[config.mk]
export PLATFORM = sky130hd
export DESIGN_NAME = ibex_tlul_host_adapter
export DESIGN_NICKNAME = d
export VERILOG_FILES = /design/src/rtl/ibex_tlul_host_adapter.sv
export SDC_FILE = /design/constraint.sdc
export NUM_CORES = 1
export LEC_CHECK = 0
export CAP_MARGIN = 20
export CORE_ASPECT_RATIO = 1.25
export CORE_UTILIZATION = 41
export CTS_BUF_LIST = sky130_fd_sc_hd__clkbuf_4 sky130_fd_sc_hd__clkbuf_8
export DETAILED_ROUTE_END_ITERATION = 10
export GPL_ROUTABILITY_DRIVEN = 0
export PLACE_DENSITY = 0.86
export SLEW_MARGIN = 20
export SYNTH_ARGS = -nofsm -noshare
export SYNTH_HDL_FRONTEND = slang
export SYNTH_SLANG_ARGS = --single-unit
[constraint.sdc]
create_clock -name clk_i -period 2.5 [get_ports clk_i]
set_clock_uncertainty 0.05 [all_clocks]
set_input_delay 0.5 -clock clk_i [delete_from_list [all_inputs] [get_ports clk_i]]
set_output_delay 0.5 -clock clk_i [all_outputs]
set_load 0.05 [all_outputs]
[src/rtl/ibex_tlul_host_adapter.sv]
// ibex_tlul_host_adapter
//
// Bridges one Ibex memory port (req/gnt/rvalid, instruction or data side) onto a TL-UL host
// A/D channel pair. The A channel is driven from a register stage to keep core-side timing
// short. Issued and expected source IDs are tracked so in-order D responses can be matched
// back to requests. D beats that do not match are flagged on a sticky error output.
//
// Parameters
//   MaxOutstanding  max granted requests awaiting a D response (1..8)
//   SourceWidth     width of a_source / d_source
//   SourceBase      first source ID; IDs SourceBase .. SourceBase+MaxOutstanding-1 are used
//
// Ports
//   clk_i, rst_i             clock, synchronous active-high reset
//   req_i/gnt_o              core request and same-cycle grant
//   we_i, be_i, addr_i,      core request attributes
//   wdata_i
//   rvalid_o, rdata_o, err_o registered core response, one per grant, in order
//   err_spurious_o           sticky: D beat with nothing outstanding, or source mismatch
//   tl_a_*                   TL-UL A channel (host side)
//   tl_d_*                   TL-UL D channel (host side); tl_d_ready is tied high
//
// Configuration
//   IBEX_TLUL_PARITY_EN      when defined, drives per-byte even parity of tl_a_data on
//                            tl_a_user_parity[3:0], registered with the A fields.

module ibex_tlul_host_adapter #(
  parameter int unsigned MaxOutstanding = 2,
  parameter int unsigned SourceWidth    = 8,
  parameter int unsigned SourceBase     = 0
) (
  input  logic                   clk_i,
  input  logic                   rst_i,

  // Ibex core side
  input  logic                   req_i,
  output logic                   gnt_o,
  input  logic                   we_i,
  input  logic [3:0]             be_i,
  input  logic [31:0]            addr_i,
  input  logic [31:0]            wdata_i,
  output logic                   rvalid_o,
  output logic [31:0]            rdata_o,
  output logic                   err_o,
  output logic                   err_spurious_o,

  // TL-UL A channel
  output logic                   tl_a_valid,
  input  logic                   tl_a_ready,
  output logic [2:0]             tl_a_opcode,
  output logic [2:0]             tl_a_param,
  output logic [1:0]             tl_a_size,
  output logic [SourceWidth-1:0] tl_a_source,
  output logic [31:0]            tl_a_address,
  output logic [3:0]             tl_a_mask,
  output logic [31:0]            tl_a_data,
  output logic                   tl_a_user_parity_en,
  output logic [7:0]             tl_a_user_parity,

  // TL-UL D channel
  input  logic                   tl_d_valid,
  output logic                   tl_d_ready,
  input  logic [2:0]             tl_d_opcode,
  input  logic [SourceWidth-1:0] tl_d_source,
  input  logic [31:0]            tl_d_data,
  input  logic                   tl_d_error,
  input  logic                   tl_d_corrupt
);

  localparam int unsigned CntW = $clog2(MaxOutstanding + 1);

  localparam logic [CntW-1:0]        CntMax   = CntW'(MaxOutstanding);
  localparam logic [SourceWidth-1:0] SrcFirst = SourceWidth'(SourceBase);
  localparam logic [SourceWidth-1:0] SrcLast  = SourceWidth'(SourceBase + MaxOutstanding - 1);

  // TL-UL A opcodes
  localparam logic [2:0] OpPutFullData    = 3'd0;
  localparam logic [2:0] OpPutPartialData = 3'd1;
  localparam logic [2:0] OpGet            = 3'd4;

  // A channel register stage
  logic                   a_valid_q,   a_valid_d;
  logic [2:0]             a_opcode_q,  a_opcode_d;
  logic [1:0]             a_size_q,    a_size_d;
  logic [SourceWidth-1:0] a_source_q,  a_source_d;
  logic [31:0]            a_address_q, a_address_d;
  logic [3:0]             a_mask_q,    a_mask_d;
  logic [31:0]            a_data_q,    a_data_d;

  // Transaction tracking
  logic [SourceWidth-1:0] src_q,     src_d;      // next source ID to issue
  logic [SourceWidth-1:0] exp_src_q, exp_src_d;  // source ID of the oldest outstanding request
  logic [CntW-1:0]        cnt_q,     cnt_d;      // granted requests not yet answered

  // Registered core response
  logic                   rvalid_q,   rvalid_d;
  logic [31:0]            rdata_q,    rdata_d;
  logic                   err_q,      err_d;
  logic                   spur_q,     spur_d;

  logic                   gnt;
  logic                   d_accept;
  logic                   d_drop;
  logic                   d_match;
  logic [31:0]            a_data_new;

  // The A register can take a new request when it is empty or is being drained this cycle.
  // The outstanding count already includes a request still sitting in the A register.
  assign gnt = req_i & (~a_valid_q | tl_a_ready) & (cnt_q < CntMax);

  // D beats are always accepted; only those with something outstanding become responses.
  assign d_accept = tl_d_valid & (cnt_q != '0);
  assign d_drop   = tl_d_valid & (cnt_q == '0);
  assign d_match  = (tl_d_source == exp_src_q);

  assign a_data_new = we_i ? wdata_i : 32'h0;

  always_comb begin
    a_valid_d   = a_valid_q;
    a_opcode_d  = a_opcode_q;
    a_size_d    = a_size_q;
    a_source_d  = a_source_q;
    a_address_d = a_address_q;
    a_mask_d    = a_mask_q;
    a_data_d    = a_data_q;
    src_d       = src_q;

    if (gnt) begin
      a_valid_d   = 1'b1;
      if (!we_i) begin
        a_opcode_d = OpGet;
      end else if (be_i == 4'hF) begin
        a_opcode_d = OpPutFullData;
      end else begin
        a_opcode_d = OpPutPartialData;
      end
      a_size_d    = 2'd2;
      a_source_d  = src_q;
      a_address_d = {addr_i[31:2], 2'b00};
      a_mask_d    = be_i;
      a_data_d    = a_data_new;
      src_d       = (src_q == SrcLast) ? SrcFirst : src_q + SourceWidth'(1);
    end else if (a_valid_q && tl_a_ready) begin
      // Fields are left as they were; only the valid flag matters once drained.
      a_valid_d = 1'b0;
    end
  end

  always_comb begin
    cnt_d     = cnt_q;
    exp_src_d = exp_src_q;
    rvalid_d  = 1'b0;
    rdata_d   = rdata_q;
    err_d     = 1'b0;
    spur_d    = spur_q;

    unique case ({gnt, d_accept})
      2'b10:   cnt_d = cnt_q + CntW'(1);
      2'b01:   cnt_d = cnt_q - CntW'(1);
      default: cnt_d = cnt_q;
    endcase

    if (d_accept) begin
      // A mismatched source still retires the oldest request so the core never stalls
      // waiting for a response that the fabric has already consumed.
      rvalid_d  = 1'b1;
      rdata_d   = tl_d_data;
      err_d     = tl_d_error | tl_d_corrupt | ~d_match;
      exp_src_d = (exp_src_q == SrcLast) ? SrcFirst : exp_src_q + SourceWidth'(1);
      if (!d_match) begin
        spur_d = 1'b1;
      end
    end

    if (d_drop) begin
      spur_d = 1'b1;
    end
  end

  always_ff @(posedge clk_i) begin
    if (rst_i) begin
      a_valid_q   <= 1'b0;
      a_opcode_q  <= 3'd0;
      a_size_q    <= 2'd0;
      a_source_q  <= '0;
      a_address_q <= 32'h0;
      a_mask_q    <= 4'h0;
      a_data_q    <= 32'h0;
      src_q       <= SrcFirst;
      exp_src_q   <= SrcFirst;
      cnt_q       <= '0;
      rvalid_q    <= 1'b0;
      rdata_q     <= 32'h0;
      err_q       <= 1'b0;
      spur_q      <= 1'b0;
    end else begin
      a_valid_q   <= a_valid_d;
      a_opcode_q  <= a_opcode_d;
      a_size_q    <= a_size_d;
      a_source_q  <= a_source_d;
      a_address_q <= a_address_d;
      a_mask_q    <= a_mask_d;
      a_data_q    <= a_data_d;
      src_q       <= src_d;
      exp_src_q   <= exp_src_d;
      cnt_q       <= cnt_d;
      rvalid_q    <= rvalid_d;
      rdata_q     <= rdata_d;
      err_q       <= err_d;
      spur_q      <= spur_d;
    end
  end

`ifdef IBEX_TLUL_PARITY_EN
  logic [7:0] parity_q, parity_d;

  // Even parity per byte of the data being loaded, so it stays aligned with tl_a_data.
  always_comb begin
    parity_d = parity_q;
    if (gnt) begin
      parity_d = {4'h0, ^a_data_new[31:24], ^a_data_new[23:16],
                  ^a_data_new[15:8], ^a_data_new[7:0]};
    end
  end

  always_ff @(posedge clk_i) begin
    if (rst_i) begin
      parity_q <= 8'h0;
    end else begin
      parity_q <= parity_d;
    end
  end

  assign tl_a_user_parity_en = 1'b1;
  assign tl_a_user_parity    = parity_q;
`else
  assign tl_a_user_parity_en = 1'b0;
  assign tl_a_user_parity    = 8'h0;
`endif

  assign gnt_o          = gnt;

  assign tl_a_valid     = a_valid_q;
  assign tl_a_opcode    = a_opcode_q;
  assign tl_a_param     = 3'd0;
  assign tl_a_size      = a_size_q;
  assign tl_a_source    = a_source_q;
  assign tl_a_address   = a_address_q;
  assign tl_a_mask      = a_mask_q;
  assign tl_a_data      = a_data_q;

  assign tl_d_ready     = 1'b1;

  assign rvalid_o       = rvalid_q;
  assign rdata_o        = rdata_q;
  assign err_o          = err_q;
  assign err_spurious_o = spur_q;

  // The D opcode carries nothing the core needs; the address LSBs are dropped on purpose.
  logic unused_inputs;
  assign unused_inputs = ^{tl_d_opcode, addr_i[1:0]};

endmodule

==> results of run 1 <==
report_power, final:
group	switching (mW)	leakage [nW]	internal, mW
sequential	0.155	1.07	2.35
clock	0.853	0.206	0.993
combinational	1.64	1.53	0.866
total	2.65	2.81	4.21
kinds of logic after synthesis:
family / synth area share, %
xor+xnor: 4.020
other cells: 0.1499
compound gates: 12.33
flops: 52.33
fa+ha+maj: 1.248
simple gates: 23.57
buf+inv: 6.342
final cells by class:
class | count | area share [%]
inverter | 4 | 0.1931
tap | 161 | 2.591
timing repair buffer | 239 | 30.80
multi-input combinational | 438 | 27.35
sequential | 131 | 33.72
clock buffer | 17 | 3.009
clock inverter | 15 | 2.333
stage by stage:
stage / instances / utilization (%)
6_report: 1005 / 66.00
5_1_grt: 1005 / 66.00
4_1_cts: 1005 / 66.00
3_5_place_dp: 973 / 62.48
3_3_place_gp: 973 / 62.48
2_1_floorplan: 631 / -
state kept, by name, summed over array words and instances (netlist names), 4 cells and up:
| signal | cells |
|---|---|
| rdata_o | 32 |
| tl_a_data | 32 |
| tl_a_mask | 4 |
| tl_a_source | 8 |
| src_q | 8 |
| tl_a_address | 30 |
| exp_src_q | 8 |
cell usage in the layout (no fill, tap or decap), types with 2 or more instances in the layout:
master	instances
sky130_fd_sc_hd__xor2_1	9
sky130_fd_sc_hd__clkinv_4	5
sky130_fd_sc_hd__nand2_1	188
sky130_fd_sc_hd__xnor2_1	14
sky130_fd_sc_hd__and3_1	2
sky130_fd_sc_hd__nor2_1	22
sky130_fd_sc_hd__or3_1	3
sky130_fd_sc_hd__nor4_1	3
sky130_fd_sc_hd__nand3_1	35
sky130_fd_sc_hd__buf_4	11
sky130_fd_sc_hd__nor4b_1	2
sky130_fd_sc_hd__inv_1	2
sky130_fd_sc_hd__nand2b_1	2
sky130_fd_sc_hd__clkbuf_8	17
sky130_fd_sc_hd__buf_12	3
sky130_fd_sc_hd__clkinvlp_4	2
sky130_fd_sc_hd__ha_1	5
sky130_fd_sc_hd__nor3_1	3
sky130_fd_sc_hd__clkdlybuf4s50_1	225
sky130_fd_sc_hd__inv_6	2
sky130_fd_sc_hd__bufinv_16	3
sky130_fd_sc_hd__a21oi_1	111
sky130_fd_sc_hd__inv_2	2
sky130_fd_sc_hd__dfxtp_1	131
sky130_fd_sc_hd__clkinv_2	3
sky130_fd_sc_hd__conb_1	17
sky130_fd_sc_hd__nand4_1	9
per-layer routing:
metal	vias up	global-route usage (%)	wire (um)
met4	0	9.122	347
li1	2422	-	-
met3	28	6.708	808
met2	154	39.00	6997
met1	2211	23.54	5388
met5	-	0	0
worst min path at each step:
stage                                   to  slack, ns
after CTS                    tl_a_data[31]       0.40
after detailed placement     tl_a_data[31]       0.39
after global placement        tl_a_data[5]       0.39
final                         tl_a_data[7]       0.40
after global routing      tl_a_address[16]       0.42
after floorplan             tl_a_source[6]       0.42
==> run summary, run 1 <==
## Run status
- **run status** complete, no violations

## STA
- **crit path setup slack, layout** 0.3329 ns
- **setup repair after global routing missed its margin** false
- **max_slew headroom** 62.96%
- **Fin Hold WS** 0.4006 ns
- **achievable frequency** 0.4614 GHz
- **Final Hold Violating Endpoints** 0
- **period utilisation layout** 86.69%
- **worst-margin pin slew** 0.5539 ns
- **number of pins exceeding their max-slew limit in the final report** 0
- **number of setup violations in the final report** 0
- **post-layout minimum cycle time** 2.167 ns
- **setup_tns** 0 ns

## Power
- **power density cells** 882.4 mW/mm2
- **leakage component of the power** 2.807 nW
- **IR drop worst, VDD** 449.8 uV
- **total power** 6.862 mW

## Min path
- **Hold Startpoint** tl_a_data[7]
- **Hold/Removal Path Class** register to register
- **worst hold path stage count** 2

## Synth
- **mean cell area of the mapped netlist** 8.135 um2
- **Gate Count Post-Synth** 616
- **synthesis-stage register bit count** 131
- **area fraction of the dominant cell type after synthesis** 52.33%
- **number of flops mapped to enable cells by yosys** 0
- **most common cell in the synthesized netlist** sky130_fd_sc_hd__nand2_1
- **most area-hungry cell type in the Yosys netlist** sky130_fd_sc_hd__dfxtp_1
- **number of warnings issued by yosys** 0
- **flip-flop cell with the highest count after synthesis** sky130_fd_sc_hd__dfxtp_1
- **number of distinct standard cells referenced by the synthesized netlist** 36
- **cell types with the highest counts after synthesis** sky130_fd_sc_hd__nand2_1, sky130_fd_sc_hd__dfxtp_1, sky130_fd_sc_hd__a21oi_1
- **post-synthesis async set-or-reset flop share** 0%
- **proportion of synthesized chip area in sequential cells** 52.33%
- **largest cells by area after synthesis** sky130_fd_sc_hd__dfxtp_1, sky130_fd_sc_hd__nand2_1, sky130_fd_sc_hd__a21oi_1, sky130_fd_sc_hd__nand3_1, sky130_fd_sc_hd__buf_4
- **post-synthesis instance area** 0.005011 mm2

## Clocking
- **total setup buffers inserted after CTS** 0
- **clk_lat worst skew** 0.43 ns
- **clock transition at the register clock pins on the worst setup and hold paths after CTS** 0.07 ns
- **# clock sinks** 131
- **Post-CTS Hold Buffers** 0
- **Max clock buf depth** 2
- **number of buffers inserted during clock tree synthesis** 17
- **clock root cell** sky130_fd_sc_hd__clkbuf_8
- **Resized cells post-CTS** 0
- **CTS tree** done
- **level count of the clock H-tree** 4

## Finish
- **total area of multi-input combinational cells** 0.002127 mm2
- **Post-Layout Inst Area** 0.007776 mm2
- **fraction of final layout cells with drive strength greater than 1** 6.517%
- **number of fill cells** 1,022
- **relative area change from synthesis to final layout** 55.18%
- **# diodes** 0
- **Net count, final** 955
- **sequential standard cell area** 0.002623 mm2

## Route
- **detailed-routing iteration count for the pre-antenna-repair pass** 5
- **DRC violations left** 0
- **via-per-instance ratio** 4.791
- **remaining antenna violation count after routing** 0
- **count of routing violations after the opening detailed-route iteration** 157
- **total wirelength of the detailed-routed design** 13.54 mm
- **average wire per standard cell** 13.47 um
- **number of vias in the routed layout** 4,815

## Critical path
- **termination of the worst setup path** err_spurious_o
- **largest driver fanout on the critical path** 3
- **data arrival time of the critical path** 1.62 ns
- **type of the setup path with the least slack** register to output pin
- **critical path's slowest cell** sky130_fd_sc_hd__clkdlybuf4s50_1
- **launch point of the worst reg-to-reg path** cnt_q[1]
- **capture point of the worst reg-to-reg path** cnt_q[1]
- **cell family with the largest share of critical-path delay** buffers and inverters
- **register-to-register setup slack** 0.81 ns
- **type of element capturing the critical path** output pin
- **Req. time, crit path** 1.95 ns
- **total stage count of the critical path** 1
- **cells along the critical path** clkdlybuf4s50_1
- **worst path bufs/invs** 1
- **worst setup path startpoint** err_spurious_o
- **Critical Path Max Stage Delay** 0.84 ns
- **crit path launch type** register
- **depth of the most critical reg-to-reg path** 5

## Floorplan
- **row count** 44
- **die extent in y** 125.6 um
- **initial core utilization** 42.53%
- **die width** 100.9 um
- **area of the die** 0.01267 mm2
- **Core Region** 0.01178 mm2
- **number of placed I/O pins** 250

## Global route
- **largest net degree at the start of global routing** 74
- **antenna violations before repair** 0
- **global route total overflow** 0
- **vias in the first global route** 4,646
- **global-route usage over all layers** 21.85%
- **global-route wire length before repair** 21.81 mm

## Job
- **number of max-cap violations** 0

## Placement
- **count of port buffers added during placement** 227
- **post-placement worst setup slack** 0.2093 ns
- **post-detailed-placement half-perimeter wirelength** 9.607 mm
- **area of placed instances** 0.007361 mm2

(Power assumes the default switching activity.)
==> run 2, diff against run 1 <==
--- a/config.mk
+++ b/config.mk
@@ -5,7 +5,6 @@
 export SDC_FILE = /design/constraint.sdc
 export NUM_CORES = 1
 export LEC_CHECK = 0
-export CAP_MARGIN = 20
 export CORE_ASPECT_RATIO = 1.25
 export CORE_UTILIZATION = 41
 export CTS_BUF_LIST = sky130_fd_sc_hd__clkbuf_4 sky130_fd_sc_hd__clkbuf_8
@@ -16,3 +15,4 @@
 export SYNTH_ARGS = -nofsm -noshare
 export SYNTH_HDL_FRONTEND = slang
 export SYNTH_SLANG_ARGS = --single-unit
+export TNS_END_PERCENT = 100
==> constraint.sdc (replaced) <==
create_clock -name clk_i -period 2 [get_ports clk_i]
set_clock_uncertainty 0.05 [all_clocks]
set_input_delay 0.4 -clock clk_i [delete_from_list [all_inputs] [get_ports clk_i]]
set_output_delay 0.4 -clock clk_i [all_outputs]
set_load 0.05 [all_outputs]
==> run 2 against run 1 <==
Net effect: critical path depth grew 4; clock power up 33%; clock-buffer cell count up 2; largest power group unchanged; design area shrank 0.53%; sequential power up 25%; global-route usage up 0.35 points; die area unchanged; combinational power is 22% higher; flip-flop and latch count did not move; setup slack got worse by 0.24 ns; non-clock buffer count rose by 9.
==> run summary, run 2 (same netlist as run 1, synthesis figures left out) <==
## Run status
- **run status** complete, no violations

## Global route
- **global-route usage over all layers** 22.19%
- **antenna violations before repair** 0
- **global route total overflow** 0
- **largest net degree at the start of global routing** 46
- **global-route wire length before repair** 22.16 mm
- **vias in the first global route** 4,676

## Placement
- **cell count after placement** 982
- **count of port buffers added during placement** 227
- **post-detailed-placement half-perimeter wirelength** 9.986 mm
- **area of placed instances** 0.007412 mm2
- **post-placement worst setup slack** -0.1069 ns

## Job
- **number of max-cap violations** 0

## Critical path
- **largest driver fanout on the critical path** 5
- **crit path launch type** primary input
- **type of the setup path with the least slack** primary input to output pin
- **Req. time, crit path** 1.55 ns
- **data arrival time of the critical path** 1.45 ns
- **type of element capturing the critical path** output pin

## STA
- **crit path setup slack, layout** 0.09671 ns
- **post-layout minimum cycle time** 1.903 ns
- **worst-margin pin slew** 0.5551 ns
- **number of setup violations in the final report** 0
- **achievable frequency** 0.5254 GHz
- **period utilisation layout** 95.16%
- **Final Hold Violating Endpoints** 0
- **number of pins exceeding their max-slew limit in the final report** 0
- **setup repair after global routing missed its margin** false
- **max_slew headroom** 63.14%

## Floorplan
- **area of the die** 0.01267 mm2
- **number of placed I/O pins** 250
- **die width** 100.9 um
- **Core Region** 0.01178 mm2
- **initial core utilization** 42.53%
- **die extent in y** 125.6 um
- **row count** 44

## Route
- **count of routing violations after the opening detailed-route iteration** 181
- **DRC violations left** 0
- **via-per-instance ratio** 4.795
- **remaining antenna violation count after routing** 0
- **total wirelength of the detailed-routed design** 13.85 mm
- **average wire per standard cell** 13.67 um
- **number of vias in the routed layout** 4,857
- **detailed-routing iteration count for the pre-antenna-repair pass** 4

## Finish
- **top library cells by usage in the layout, fill and taps aside** sky130_fd_sc_hd__nand2_1, sky130_fd_sc_hd__dfxtp_1, sky130_fd_sc_hd__clkdlybuf4s50_1, sky130_fd_sc_hd__a21oi_1, sky130_fd_sc_hd__dlygate4sd2_1
- **Post-Route Utilization** 65.65%
- **Post-Layout Inst Area** 0.007735 mm2
- **# diodes** 0
- **Net count, final** 964
- **fraction of final layout cells with drive strength greater than 1** 9.507%
- **post-route non-filler standard cell count** 1,013
- **leading cell type in the layout, fill and taps excluded** sky130_fd_sc_hd__nand2_1
- **relative area change from synthesis to final layout** 54.36%

## Power
- **leakage component of the power** 3.306 nW
- **power density cells** 1117 mW/mm2
- **IR drop worst, VDD** 560.8 uV

## Clocking
- **number of buffers inserted during clock tree synthesis** 17
- **# clock sinks** 131
- **total setup buffers inserted after CTS** 0
- **clock root cell** sky130_fd_sc_hd__clkbuf_8
- **clock transition at the register clock pins on the worst setup and hold paths after CTS** 0.08 ns
- **CTS tree** done
- **level count of the clock H-tree** 4
- **Max clock buf depth** 2
- **clk_lat worst skew** 0.41 ns

## Min path
- **Hold/Removal Path Class** primary input to register

## run 2: cell type report
type / instances / area [um2]
clock buffers: 19 / 261.5
clock inverters: 12 / 178.9
fillers: 1034 / 4046
inverters: 4 / 17.52
multi-input cells: 438 / 2127
flip-flops and latches: 131 / 2624
well taps: 161 / 201.4
repair buffers: 248 / 2325
## run 2: path summary, 6_finish.rpt
kind,end,slack [ns],depth (start not counted),startpoint
worst max-delay path,gnt_o,0.1,5,req_i
worst max register to register,exp_src_q[5],0.33,5,exp_src_q[0]
worst min register to register,tl_a_data[30],0.40,2,tl_a_data[30]
worst min-delay path,exp_src_q[1],0.32,2,rst_i
## run 2: timing repair
item / 4_1_cts / 5_1_grt
gates resized for setup: 96 / 1
pin swaps: 0 / 0
hold buffers: 0 / 0
setup endpoints to repair: 96 / 1
## run 2: routing by layer
metal	part of all wire [%]	GRT usage (%)	wire length (um)
met1	39	23.98	5415
met2	52	39.81	7247
met3	5.4	5.757	746
met4	3.2	10.32	437
met5	0	0	0
## run 2: worst max-delay path, stage by stage
cell and delay (ns):
sky130_fd_sc_hd__clkdlybuf4s50_1 0.47, sky130_fd_sc_hd__nor2b_2 0.17, sky130_fd_sc_hd__nand2_2 0.12, sky130_fd_sc_hd__inv_4 0.14, sky130_fd_sc_hd__buf_12 0.15
## run 2: where the power goes
group	internal (mW)	total [mW]	switching, mW
clock	1.42	2.46	1.03
combinational	0.967	3.05	2.09
sequential	2.94	3.13	0.190
## run 2: stage by stage
step,power (mW),hold slack (ns),TNS (ns)
detailed placement,6.429,0.3954,-0.2552
finish,8.637,0.3187,0
CTS,8.710,0.3068,0
global placement,6.372,0.3869,-0.08879
global route,9.091,0.3151,0
floorplan,5.262,0.4190,0
